--- src/rtl/rc4_pkg.sv ---
// Shared types and constants for the RC4 S-array scheduler and its read tag pipe.
package rc4_pkg;

  typedef enum logic [2:0] {
    ST_IDLE = 3'd0,
    ST_INIT = 3'd1,
    ST_KSA  = 3'd2,
    ST_PRGA = 3'd3,
    ST_DONE = 3'd4
  } sched_state_t;

  localparam int NUM_CL  = 3;
  localparam int CL_INIT = 0;
  localparam int CL_KSA  = 1;
  localparam int CL_PRGA = 2;

  localparam logic [1:0] PH_IDLE = 2'd0;
  localparam logic [1:0] PH_INIT = 2'd1;
  localparam logic [1:0] PH_KSA  = 2'd2;
  localparam logic [1:0] PH_PRGA = 2'd3;

  function automatic logic [1:0] phase_of(input sched_state_t s);
    case (s)
      ST_INIT: phase_of = PH_INIT;
      ST_KSA:  phase_of = PH_KSA;
      ST_PRGA: phase_of = PH_PRGA;
      default: phase_of = PH_IDLE;
    endcase
  endfunction

  // One-hot of the client owning the RAM in a given state; zero when nobody owns it.
  function automatic logic [NUM_CL-1:0] owner_of(input sched_state_t s);
    case (s)
      ST_INIT: owner_of = 3'b001;
      ST_KSA:  owner_of = 3'b010;
      ST_PRGA: owner_of = 3'b100;
      default: owner_of = 3'b000;
    endcase
  endfunction

endpackage

--- src/rtl/rc4_rd_tag_pipe.sv ---
// Delay line carrying {valid, client one-hot} from request time to the cycle
// the RAM read data is valid, so each read strobe returns to its issuer.
module rc4_rd_tag_pipe
  import rc4_pkg::*;
#(
  parameter int RD_LAT = 1
) (
  input  logic              clk,
  input  logic              reset,
  input  logic              in_valid,
  input  logic [NUM_CL-1:0] in_oh,
  output logic [NUM_CL-1:0] rvalid
);

  localparam int DEPTH = 1 + RD_LAT;

  logic [DEPTH-1:0][NUM_CL:0] pipe_r;

  // Shift tags one stage per cycle; reset drops everything in flight.
  always_ff @(posedge clk) begin
    if (reset) begin
      pipe_r <= {(DEPTH * (NUM_CL + 1)){1'b0}};
    end else begin
      pipe_r <= {pipe_r[DEPTH-2:0], {in_valid, in_oh}};
    end
  end

  assign rvalid = pipe_r[DEPTH-1][NUM_CL-1:0] & {NUM_CL{pipe_r[DEPTH-1][NUM_CL]}};

endmodule

--- src/rtl/rc4_sram_sched.sv ---
// Phase sequencer and single-port S-array RAM owner for the RC4 engine.
// Define RC4_SCHED_PROTO_CHECK_EN to build the sticky protocol checker behind err.
module rc4_sram_sched
  import rc4_pkg::*;
#(
  parameter int ADDR_W = 8,
  parameter int DATA_W = 8,
  parameter int RD_LAT = 1
) (
  input  logic                     clk,
  input  logic                     reset,
  input  logic                     start,
  output logic                     busy,
  output logic                     done,
  output logic [1:0]               phase,
  output logic [NUM_CL-1:0]        cl_start,
  input  logic [NUM_CL-1:0]        cl_done,
  input  logic [NUM_CL-1:0]        cl_req,
  input  logic [NUM_CL-1:0]        cl_wren,
  input  logic [NUM_CL*ADDR_W-1:0] cl_addr,
  input  logic [NUM_CL*DATA_W-1:0] cl_wdata,
  output logic [NUM_CL-1:0]        cl_rvalid,
  output logic [DATA_W-1:0]        rdata,
  output logic [ADDR_W-1:0]        mem_address,
  output logic [DATA_W-1:0]        mem_data,
  output logic                     mem_wren,
  input  logic [DATA_W-1:0]        mem_q,
  output logic                     err
);

  sched_state_t      state_r;
  sched_state_t      state_nx_s;
  logic [NUM_CL-1:0] start_nx_s;
  logic [NUM_CL-1:0] cl_start_r;
  logic [1:0]        phase_r;
  logic              busy_r;
  logic              done_r;

  logic [NUM_CL-1:0] owner_oh_s;
  logic [ADDR_W-1:0] own_addr_s;
  logic [DATA_W-1:0] own_wdata_s;
  logic              own_wren_s;
  logic              start_cyc_s;
  logic              fwd_s;
  logic              rd_fire_s;

  logic [ADDR_W-1:0] mem_address_r;
  logic [DATA_W-1:0] mem_data_r;
  logic              mem_wren_r;

  // Phase sequencing: each client's done hands the RAM to the next client.
  always_comb begin
    state_nx_s = state_r;
    start_nx_s = 3'b000;
    case (state_r)
      ST_IDLE, ST_DONE: begin
        if (start) begin
          state_nx_s = ST_INIT;
          start_nx_s = 3'b001;
        end else begin
          state_nx_s = state_r;
        end
      end
      ST_INIT: begin
        if (cl_done[CL_INIT]) begin
          state_nx_s = ST_KSA;
          start_nx_s = 3'b010;
        end else begin
          state_nx_s = ST_INIT;
        end
      end
      ST_KSA: begin
        if (cl_done[CL_KSA]) begin
          state_nx_s = ST_PRGA;
          start_nx_s = 3'b100;
        end else begin
          state_nx_s = ST_KSA;
        end
      end
      ST_PRGA: begin
        if (cl_done[CL_PRGA]) begin
          state_nx_s = ST_DONE;
        end else begin
          state_nx_s = ST_PRGA;
        end
      end
      default: state_nx_s = ST_IDLE;
    endcase
  end

  // Select the owning client's access fields.
  always_comb begin
    owner_oh_s  = owner_of(state_r);
    own_addr_s  = {ADDR_W{1'b0}};
    own_wdata_s = {DATA_W{1'b0}};
    own_wren_s  = 1'b0;
    case (state_r)
      ST_INIT: begin
        own_addr_s  = cl_addr[CL_INIT*ADDR_W +: ADDR_W];
        own_wdata_s = cl_wdata[CL_INIT*DATA_W +: DATA_W];
        own_wren_s  = cl_wren[CL_INIT];
      end
      ST_KSA: begin
        own_addr_s  = cl_addr[CL_KSA*ADDR_W +: ADDR_W];
        own_wdata_s = cl_wdata[CL_KSA*DATA_W +: DATA_W];
        own_wren_s  = cl_wren[CL_KSA];
      end
      ST_PRGA: begin
        own_addr_s  = cl_addr[CL_PRGA*ADDR_W +: ADDR_W];
        own_wdata_s = cl_wdata[CL_PRGA*DATA_W +: DATA_W];
        own_wren_s  = cl_wren[CL_PRGA];
      end
      default: begin
        own_addr_s  = {ADDR_W{1'b0}};
        own_wdata_s = {DATA_W{1'b0}};
        own_wren_s  = 1'b0;
      end
    endcase
  end

  // The go-pulse cycle belongs to the client's own startup, so its requests wait a cycle.
  assign start_cyc_s = |(cl_start_r & owner_oh_s);
  assign fwd_s       = (|(cl_req & owner_oh_s)) & ~start_cyc_s;
  assign rd_fire_s   = fwd_s & ~own_wren_s;

  // State, status and RAM port registers.
  always_ff @(posedge clk) begin
    if (reset) begin
      state_r       <= ST_IDLE;
      cl_start_r    <= 3'b000;
      phase_r       <= PH_IDLE;
      busy_r        <= 1'b0;
      done_r        <= 1'b0;
      mem_address_r <= {ADDR_W{1'b0}};
      mem_data_r    <= {DATA_W{1'b0}};
      mem_wren_r    <= 1'b0;
    end else begin
      state_r    <= state_nx_s;
      cl_start_r <= start_nx_s;
      phase_r    <= phase_of(state_nx_s);
      busy_r     <= (phase_of(state_nx_s) != PH_IDLE);
      done_r     <= (state_nx_s == ST_DONE);
      if (fwd_s) begin
        mem_address_r <= own_addr_s;
        mem_data_r    <= own_wdata_s;
        mem_wren_r    <= own_wren_s;
      end else begin
        mem_wren_r <= 1'b0;
      end
    end
  end

  rc4_rd_tag_pipe #(
    .RD_LAT (RD_LAT)
  ) u_tag_pipe (
    .clk      (clk),
    .reset    (reset),
    .in_valid (rd_fire_s),
    .in_oh    (owner_oh_s),
    .rvalid   (cl_rvalid)
  );

`ifdef RC4_SCHED_PROTO_CHECK_EN
  logic viol_s;
  logic err_r;

  // Flag requests or dones outside an owned phase, stray requests, and early owner requests.
  always_comb begin
    viol_s = 1'b0;
    if (owner_oh_s == 3'b000) begin
      viol_s = (|cl_req) | (|cl_done);
    end else begin
      viol_s = (|(cl_req & ~owner_oh_s)) | ((|(cl_req & owner_oh_s)) & start_cyc_s);
    end
  end

  // Sticky error flag, cleared only by reset.
  always_ff @(posedge clk) begin
    if (reset) begin
      err_r <= 1'b0;
    end else if (viol_s) begin
      err_r <= 1'b1;
    end else begin
      err_r <= err_r;
    end
  end

  assign err = err_r;
`else
  assign err = 1'b0;
`endif

  assign cl_start    = cl_start_r;
  assign phase       = phase_r;
  assign busy        = busy_r;
  assign done        = done_r;
  assign mem_address = mem_address_r;
  assign mem_data    = mem_data_r;
  assign mem_wren    = mem_wren_r;
  assign rdata       = mem_q;

endmodule
--- config.mk ---
export PLATFORM = sky130hd
export DESIGN_NAME = rc4_sram_sched
export DESIGN_NICKNAME = d
export VERILOG_FILES = /design/src/rtl/rc4_pkg.sv /design/src/rtl/rc4_rd_tag_pipe.sv /design/src/rtl/rc4_sram_sched.sv
export SDC_FILE = /design/constraint.sdc
export NUM_CORES = 1
export LEC_CHECK = 0
export ABC_AREA = 1
export BUFFER_PORTS_ARGS = -buffer_cell sky130_fd_sc_hd__buf_2
export CAP_MARGIN = 5
export CORE_ASPECT_RATIO = 1.75
export CORE_MARGIN = 2
export CORE_UTILIZATION = 47
export CTS_BUF_LIST = sky130_fd_sc_hd__clkbuf_4 sky130_fd_sc_hd__clkbuf_8
export DETAILED_ROUTE_END_ITERATION = 8
export PLACE_DENSITY = 0.84
export SLEW_MARGIN = 20
export SYNTH_ARGS = -nofsm -noshare
export SYNTH_HDL_FRONTEND = slang
export SYNTH_HIERARCHICAL = 1
export SYNTH_SLANG_ARGS = --single-unit
--- constraint.sdc ---
create_clock -name clk -period 1.7 [get_ports clk]
set_input_delay 0.425 -clock clk [delete_from_list [all_inputs] [get_ports clk]]
set_output_delay 0.425 -clock clk [all_outputs]
set_load 0.02 [all_outputs]
==> results of run 1 <==
==> state kept, by name, summed over array words and instances (netlist names) <==
name	count
mem_data	8
cl_start	3
busy	1
state_r	3
phase	2
mem_address	8
done	1
mem_wren	1
u_tag_pipe/pipe_r	8
==> per-layer routing <==
| metal | vias up | track usage, % | routed length [um] |
|---|---|---|---|
| li1 | 1089 | - | - |
| met1 | 936 | 24.8 | 1950 |
| met2 | 72 | 38.2 | 2640 |
| met3 | 10 | 4.65 | 303 |
| met4 | 0 | 10.0 | 115 |
| met5 | - | 0 | 0 |
==> cells in the final DEF, fill, tap and decap left out, types with 2 or more instances in the layout <==
master and n:
buf_2 86, clkbuf_8 5, dfxtp_1 34, o21ai_0 2
nor2_1 59, nand2_1 41, nand3_1 37, nor2_2 9
buf_4 9, nor2_4 2, nand4_1 19, buf_12 2
a21oi_1 22, inv_1 37
==> kinds of logic after synthesis <==
family                 after synthesis  synth area share, %
buffers and inverters               67                 19.0
other                                1                0.188
flip-flops                          35                 35.1
AND/OR/NAND/NOR                    172                 39.7
AO/OA/AOI/OAI                       24                 6.02
==> critical path: cells and delay by family, from the launching register on <==
family / cells / cell delay [ns]
simple gates: 5 / 0.52
flops: 1 / 0.46
buf+inv: 2 / 0.44
==> cells in the mapped netlist <==
| master | n |
|---|---|
| nor2_1 | 59 |
| nand2_1 | 41 |
| inv_1 | 37 |
| nand3_1 | 37 |
| dfxtp_1 | 35 |
| a21oi_1 | 22 |
| nand4_1 | 19 |
| buf_4 | 13 |
| nor2_2 | 9 |
| buf_6 | 8 |
| buf_2 | 6 |
| nor2_4 | 2 |
| o21ai_0 | 2 |
| and3_1 | 1 |
| buf_8 | 1 |
| clkinv_1 | 1 |
| conb_1 | 1 |
| inv_2 | 1 |
| nand3_2 | 1 |
| nor3_1 | 1 |
| nor3b_1 | 1 |
| or2_0 | 1 |
==> area by class of cell <==
type,instances,area (um^2)
repair buffers,97,538
multi-input cells,197,917
fillers,439,1660
well taps,49,61.3
inverters,39,146
clock buffers,6,76.3
flip-flops and latches,35,702
clock inverters,2,12.5
==> metrics by stage <==
stage	setup slack, ns	area (um^2)	power [mW]	hold slack, ns
after floorplan	0.454	2000	1.35	0.388
after global placement	0.278	2360	1.49	0.394
after detailed placement	0.211	2360	1.50	0.402
after CTS	0.179	2450	2.10	0.381
after global routing	0.0835	2450	2.20	0.405
final	0.178	2450	2.09	0.387
==> power by group <==
part,internal (mW),total [mW],switching (mW)
Combinational,0.224,0.560,0.337
Sequential,0.887,0.925,0.0384
Clock,0.302,0.600,0.298
Total,1.41,2.09,0.673
==> repair_timing <==
item	CTS	global route
hold buffers	0	0
resized for setup	0	1
hold endpoints to repair	0	0
endpoints found under the setup margin	0	3
==> worst min-delay path by stage <==
stage / end / start / slack, ns
5_1_grt: cl_start[1]$_SDFF_PP0_ / cl_done[0] / 0.40
6_report: cl_start[1]$_SDFF_PP0_ / cl_done[0] / 0.39
4_1_cts: cl_start[1]$_SDFF_PP0_ / cl_done[0] / 0.38
2_1_floorplan: u_tag_pipe/pipe_r[4]$_SDFF_PP0_ / u_tag_pipe/pipe_r[0]$_SDFF_PP0_ / 0.39
3_5_place_dp: u_tag_pipe/pipe_r[5]$_SDFF_PP0_ / u_tag_pipe/pipe_r[1]$_SDFF_PP0_ / 0.40
3_3_place_gp: u_tag_pipe/pipe_r[4]$_SDFF_PP0_ / u_tag_pipe/pipe_r[0]$_SDFF_PP0_ / 0.39
==> qor.csv, run 1 <==
metric;value;unit
status;finished clean;
Vias/cell;4.96;
vias in the first global route;1901;
IO buf count;86;
die extent in x;53.3;um
Layout Utilization;59.7;%
r2r startpoint;state_r[1]$_SDFF_PP0_;
TritonCTS Buffers;5;
drt drc;0;
# diodes;0;
Die Y;90.2;um
Routed WL;5.01;mm
gr usage total;22.2;%
Max Slew Vio Count;0;
fin crit share;89.5;%
minimum clock period;1.52;ns
final std cells w/o fill;425;
Setup crit start kind;flop;
worst vdd ir;0.717;mV
RePlAce Congestion;0.832;
Mapped Area;2000;um^2
Cells after Synth;299;
Synth Register Bits;35;
endpoints failing hold;0;
Final ANT Viol Nets;0;
DRT iter0 DRCs;35;
Clock Skews;0.00542;ns
post-synth top area share;35.1;%
GRT overflow;0;
CP Cell Sequence;buf_4 -> nand4_1 -> nand3_2 -> buf_12 -> nand3_1 -> nand2_1 -> nor2_1;
CTS tree;done;
Post-CTS Setup Bufs;0;
Initial Util;48.6;%
Bufs on Longest Clock Path;2;
Max Cap Viol;0;
crit-path max FO;34;
fraction of layout cells with a size suffix above 1;31.6;%
worst skew pair latency;0.29;ns
IO Count;104;
1st-pass router iterations;4;
Reg2Reg Capture Point;mem_address[7]$_SDFFE_PP0P_;
Worst Setup EP;mem_address[7]$_SDFFE_PP0P_;
crit path DAT;1.70;ns
clock sinks;35;
CTS root buf;clkbuf_8;
Avg Inst Size Synth;6.68;um^2
placed cells;417;
Crit. End Element;flop;
largest net degree at the start of global routing;35;
Hold WC Path Type;in2reg;
Slowest Stage Delay on Critical Path;0.46;ns
via count;2107;
Critical Path Start;state_r[1]$_SDFF_PP0_;
Leak;1.35;nW
die area;4810;um^2
clk slew on worst S/H paths;0.07;ns
R2R cell count;7;
top post-synthesis cells by area;dfxtp_1 (35%), nor2_1 (11%), nand3_1 (9.3%);
worst hold stages;3;
final setup fails;0;
Net Count, Synth;367;
Cell Rows;31;
drt wl/cell;11.8;um
Required @ worst endpoint;1.88;ns
core area;4110;um^2
global-route wire length before repair;8.12;mm
Reg2Reg Setup Slack;0.18;ns
unrepaired setup endpoints after global routing;no;
nets;443;
pwr/cell area;850;nW/um^2
Yosys warnings;6;
area delta synth->final;22.9;%
post-synthesis sequential area ratio;35.1;%
Crit Path Category;reg2reg;
initial antenna violation count;0;
fmax;657;MHz
cell taking the most area after synthesis;dfxtp_1;
Crit-path slowest cell;dfxtp_1;
Max H-tree Level;2;
post-synth cell types;22;
setup TNS;0;ns
HPWL after DPL;3.93;mm
Power figures use the tool's default switching activity.
==> run 2, diff against run 1 <==
--- a/config.mk
+++ b/config.mk
@@ -16,2 +16,3 @@
 export PLACE_DENSITY = 0.84
+export REMOVE_ABC_BUFFERS = 1
 export SLEW_MARGIN = 20
==> constraint.sdc (replaced) <==
create_clock -name clk -period 1.7 [get_ports clk]
set_input_delay 0.34 -clock clk [delete_from_list [all_inputs] [get_ports clk]]
set_output_delay 0.34 -clock clk [all_outputs]
set_load 0.02 [all_outputs]
==> qor.csv, run 2 (synthesis results as in run 1) <==
metric;value;unit;change
Max Cap Viol;0;;unchanged
CTS root buf;clkbuf_8;;
Clock Skews;0.00385;ns;-0.00157 ns
Required @ worst endpoint;1.86;ns;-0.02 ns
Hold WS;0.324;ns;-0.0634 ns
HPWL after DPL;3.89;mm;-1.0%
minimum clock period;1.62;ns;+0.0942 ns
area delta synth->final;22.9;%;about the same
drt drc;0;;unchanged
fmax;619;MHz;-5.8%
global-route wire length before repair;8.17;mm;+0.59%
Crit Path Category;reg2reg;;
Bufs on Longest Clock Path;2;;unchanged
fin crit share;95.1;%;+5.5 points
core area;4110;um^2;unchanged
# diodes;0;;unchanged
endpoints failing hold;0;;unchanged
initial antenna violation count;0;;unchanged
most frequent CP cell;nor2_1;;
post-CTS sizing;0;;unchanged
drt wl/cell;12.2;um;+3.9%
Routed WL;5.21;mm;+3.9%
Die Y;90.2;um;unchanged
Slowest Stage Delay on Critical Path;0.34;ns;-0.12 ns
clock sinks;35;;unchanged
IO Count;104;;unchanged
largest net degree at the start of global routing;35;;unchanged
crit-path max FO;15;;-56%
vias in the first global route;1983;;+4.3%
clk slew on worst S/H paths;0.07;ns;about the same
Post-CTS Setup Bufs;0;;unchanged
commonest non-fill, non-tap cell in the layout;buf_2;;
TritonCTS Buffers;5;;unchanged
dpl ws;0.133;ns;-0.0771 ns
Max H-tree Level;2;;unchanged
Crit. End Element;flop;;
crit path DAT;1.78;ns;+0.08 ns
Vias/cell;5.12;;+3.2%
crit-path leading delay family;simple AND/OR/NAND/NOR gates;;
final setup fails;0;;unchanged
IO buf count;86;;unchanged
via count;2174;;+3.2%
1st-pass router iterations;4;;unchanged
Bufs and invs on worst path;3;;+1
die area;4810;um^2;unchanged
commonest non-fill, non-tap cells in the layout;buf_2 (86), nor2_1 (59), nand2_1 (41), inv_1 (37), nand3_1 (37);;
Max Slew Vio Count;0;;unchanged
Critical Path Start;state_r[2]$_SDFF_PP0_;;
CTS tree;done;;
Leak;1.35;nW;+0.27%
fraction of layout cells with a size suffix above 1;31.4;%;-0.27 points
r2r startpoint;state_r[2]$_SDFF_PP0_;;
unrepaired setup endpoints after global routing;no;;
GRT overflow;0;;unchanged
RePlAce Congestion;0.844;;+1.4%
setup slack after layout;0.0837;ns;-0.0942 ns
Final ANT Viol Nets;0;;unchanged
Hold WC Path Type;in2reg;;
Cell Rows;31;;unchanged
Setup crit start kind;flop;;
worst vdd ir;0.734;mV;+2.3%
CP Cell Sequence;inv_2 -> nand3_1 -> nor2_1 -> nor2_4 -> buf_4 -> and3_1 -> inv_1 -> nor2_1;;
DRT iter0 DRCs;29;;-17%
Post-CTS Hold Buffers;0;;unchanged
die extent in x;53.3;um;unchanged
Hold Path Origin;cl_done[0];;
gr usage total;22.5;%;+0.26 points
worst skew pair latency;0.28;ns;about the same
nets;443;;unchanged
# fillers;410;;-6.6%
Initial Util;48.6;%;unchanged
Crit-path slowest cell;dfxtp_1;;
pwr/cell area;874;nW/um^2;+2.9%
status;finished clean;;
[run 2: worst register-to-register path, delay by kind of cell, from the launching register on]
kind | cells | cell delay [ns]
flip-flops | 1 | 0.34
AND/OR/NAND/NOR | 5 | 0.72
buffers and inverters | 3 | 0.45
[run 2: worst paths after layout]
path	slack [ns]	end	depth (start not counted)
setup / recovery	0.08	u_tag_pipe/pipe_r[3]$_SDFF_PP0_	8
hold / removal	0.32	cl_start[1]$_SDFF_PP0_	3
setup reg to reg	0.08	u_tag_pipe/pipe_r[3]$_SDFF_PP0_	8
hold reg to reg	0.41	u_tag_pipe/pipe_r[6]$_SDFF_PP0_	2
[run 2: area by class of cell]
type / count / area (um^2) / share of cell area (%)
Sequential cell: 35 / 701 / 28.5
Clock buffer: 8 / 104 / 4.23
Tap cell: 49 / 61.3 / 2.50
Inverter: 39 / 146 / 5.96
Timing Repair Buffer: 97 / 526 / 21.4
Multi-Input combinational cell: 197 / 917 / 37.4
[run 2: layer usage]
layer	global-route usage (%)	vias to the layer above	wire length (um)
li1	-	1088	-
met1	21.8	980	1910
met2	40.5	94	2790
met3	7.31	12	389
met4	9.40	0	120
met5	0	-	0
[run 2: metrics by stage]
| stage | total power [mW] | area [um^2] | TNS [ns] | utilization, % | cells |
|---|---|---|---|---|---|
| CTS | 2.16 | 2450 | 0 | 59.7 | 425 |
| detailed placement | 1.50 | 2350 | 0 | 57.2 | 417 |
| finish | 2.15 | 2450 | 0 | 59.7 | 425 |
| global route | 2.26 | 2450 | 0 | 59.7 | 425 |
| global placement | 1.48 | 2350 | 0 | 57.2 | 417 |
| floorplan | 1.27 | 1760 | -18.42 | - | 271 |
[run 2: report_power, final]
| part | internal (mW) | switching, mW |
|---|---|---|
| clock | 0.385 | 0.278 |
| combinational | 0.220 | 0.339 |
| sequential | 0.887 | 0.0363 |
| total | 1.49 | 0.654 |
==> run 3, diff against run 2 <==
- RECOVER_POWER: not set -> 25
- TNS_END_PERCENT: not set -> 5
==> qor.csv, run 3 (synthesis results as in run 1) <==
metric;value;unit;change
Seq. cell area;701;um^2;unchanged
commonest non-fill, non-tap cell in the layout;buf_2;;
Crit Path Category;reg2reg;;
fin crit share;94.5;%;-0.57 points
IO Count;104;;unchanged
global-route wire length before repair;8.17;mm;unchanged
Routed WL;5.17;mm;-0.67%
Max H-tree Level;2;;unchanged
fmax;622;MHz;+0.60%
Crit. End Element;flop;;
post-CTS sizing;0;;unchanged
drt wl/cell;12.2;um;-0.67%
fraction of layout cells with a size suffix above 1;30.6;%;-0.80 points
status;finished clean;;
CTS tree;done;;
placed cells;417;;unchanged
Bufs on Longest Clock Path;2;;unchanged
via count;2164;;-0.46%
CTS root buf;clkbuf_8;;
nets;443;;unchanged
largest net degree at the start of global routing;35;;unchanged
minimum clock period;1.61;ns;-0.00967 ns
TritonCTS Buffers;5;;unchanged
setup TNS;0;ns;unchanged
core area;4110;um^2;unchanged
Post-CTS Hold Buffers;0;;unchanged
unrepaired setup endpoints after global routing;no;;
worst skew pair latency;0.28;ns;about the same
Post-CTS Setup Bufs;0;;unchanged
clock sinks;35;;unchanged
clk slew on worst S/H paths;0.07;ns;about the same
Die Y;90.2;um;unchanged
area delta synth->final;22.7;%;
initial antenna violation count;0;;unchanged
final setup fails;0;;unchanged
Max Cap Viol;0;;unchanged
Clock Skews;0.00417;ns;+0.000316 ns
Final ANT Viol Nets;0;;unchanged
worst vdd ir;0.726;mV;-1.1%
RePlAce Congestion;0.844;;unchanged
HPWL after DPL;3.89;mm;unchanged
endpoints failing hold;0;;unchanged
Hold WC Path Type;in2reg;;
Initial Util;48.6;%;unchanged
DRT iter0 DRCs;29;;unchanged
GRT overflow;0;;unchanged
Leak;1.34;nW;-0.86%
Cell Rows;31;;unchanged
Max Slew Vio Count;0;;unchanged
Setup crit start kind;flop;;
die extent in x;53.3;um;unchanged
# diodes;0;;unchanged
IO buf count;86;;unchanged
commonest non-fill, non-tap cells in the layout;buf_2 (83), nor2_1 (59), nand2_1 (41), inv_1 (37), nand3_1 (37);;
gr usage total;22.5;%;unchanged
# fillers;409;;-0.24%
vias in the first global route;1983;;unchanged
1st-pass router iterations;4;;unchanged
area of the multi-input gates;917;um^2;unchanged
drt drc;0;;unchanged
crit path DAT;1.77;ns;about the same
Vias/cell;5.09;;-0.46%
crit-path max FO;15;;unchanged
pwr/cell area;874;nW/um^2;about the same
Reg2Reg Setup Slack;0.09;ns;about the same
Required @ worst endpoint;1.87;ns;about the same
die area;4810;um^2;unchanged
final std cells w/o fill;425;;unchanged
-- run 3: cell types whose count changed in the layout (fill, tap and decap cells not counted) --
cell and change:
buf_2 -3, clkbuf_1 +3
-- run 3: final cells by class --
cell class | count | area share, %
Clock buffer | 8 | 4.24
Inverter | 39 | 5.97
Multi-Input combinational cell | 197 | 37.4
Sequential cell | 35 | 28.6
Tap cell | 49 | 2.50
Timing Repair Buffer | 97 | 21.3
-- run 3: where the power goes --
group          internal [mW]  switching (mW)  leakage [nW]  total (mW)
combinational          0.218           0.338          1.00       0.557
sequential             0.887          0.0364         0.286       0.923
clock                  0.385           0.278        0.0549       0.663
total                   1.49           0.652          1.34        2.14
-- run 3: path summary, 6_finish.rpt --
path | start | to | depth (start not counted)
setup / recovery | state_r[2]$_SDFF_PP0_ | u_tag_pipe/pipe_r[3]$_SDFF_PP0_ | 8
hold / removal | cl_done[0] | cl_start[1]$_SDFF_PP0_ | 3
setup reg to reg | state_r[2]$_SDFF_PP0_ | u_tag_pipe/pipe_r[3]$_SDFF_PP0_ | 8
hold reg to reg | u_tag_pipe/pipe_r[2]$_SDFF_PP0_ | u_tag_pipe/pipe_r[6]$_SDFF_PP0_ | 2
-- run 3: metal layers --
metal  vias to the layer above  global-route usage [%]  share of wire (%)
li1                       1088                       -                  -
met1                       971                    21.8                 36
met2                        93                    40.5                 54
met3                        12                    7.31                7.5
met4                         0                    9.40                2.3
met5                         -                       0                  0
-- run 3: worst max-delay path: stages (launching register included) --
cell	delay, ns
dfxtp_1	0.34
inv_2	0.21
nand3_1	0.20
nor2_1	0.22
nor2_4	0.06
buf_4	0.18
and3_1	0.19
inv_1	0.06
nor2_1	0.04
-- run 3: per-stage QoR --
step                util [%]  total power [mW]  instance area [um^2]  hold WS (ns)  worst slack (ns)
finish                  59.6              2.14                  2450         0.324            0.0934
global route            59.6              2.26                  2450         0.327            0.0152
detailed placement      57.2              1.50                  2350         0.396             0.133
global placement        57.2              1.48                  2350         0.391             0.200
floorplan                  -              1.27                  1760         0.388            -0.895
CTS                     59.7              2.16                  2450         0.320             0.117
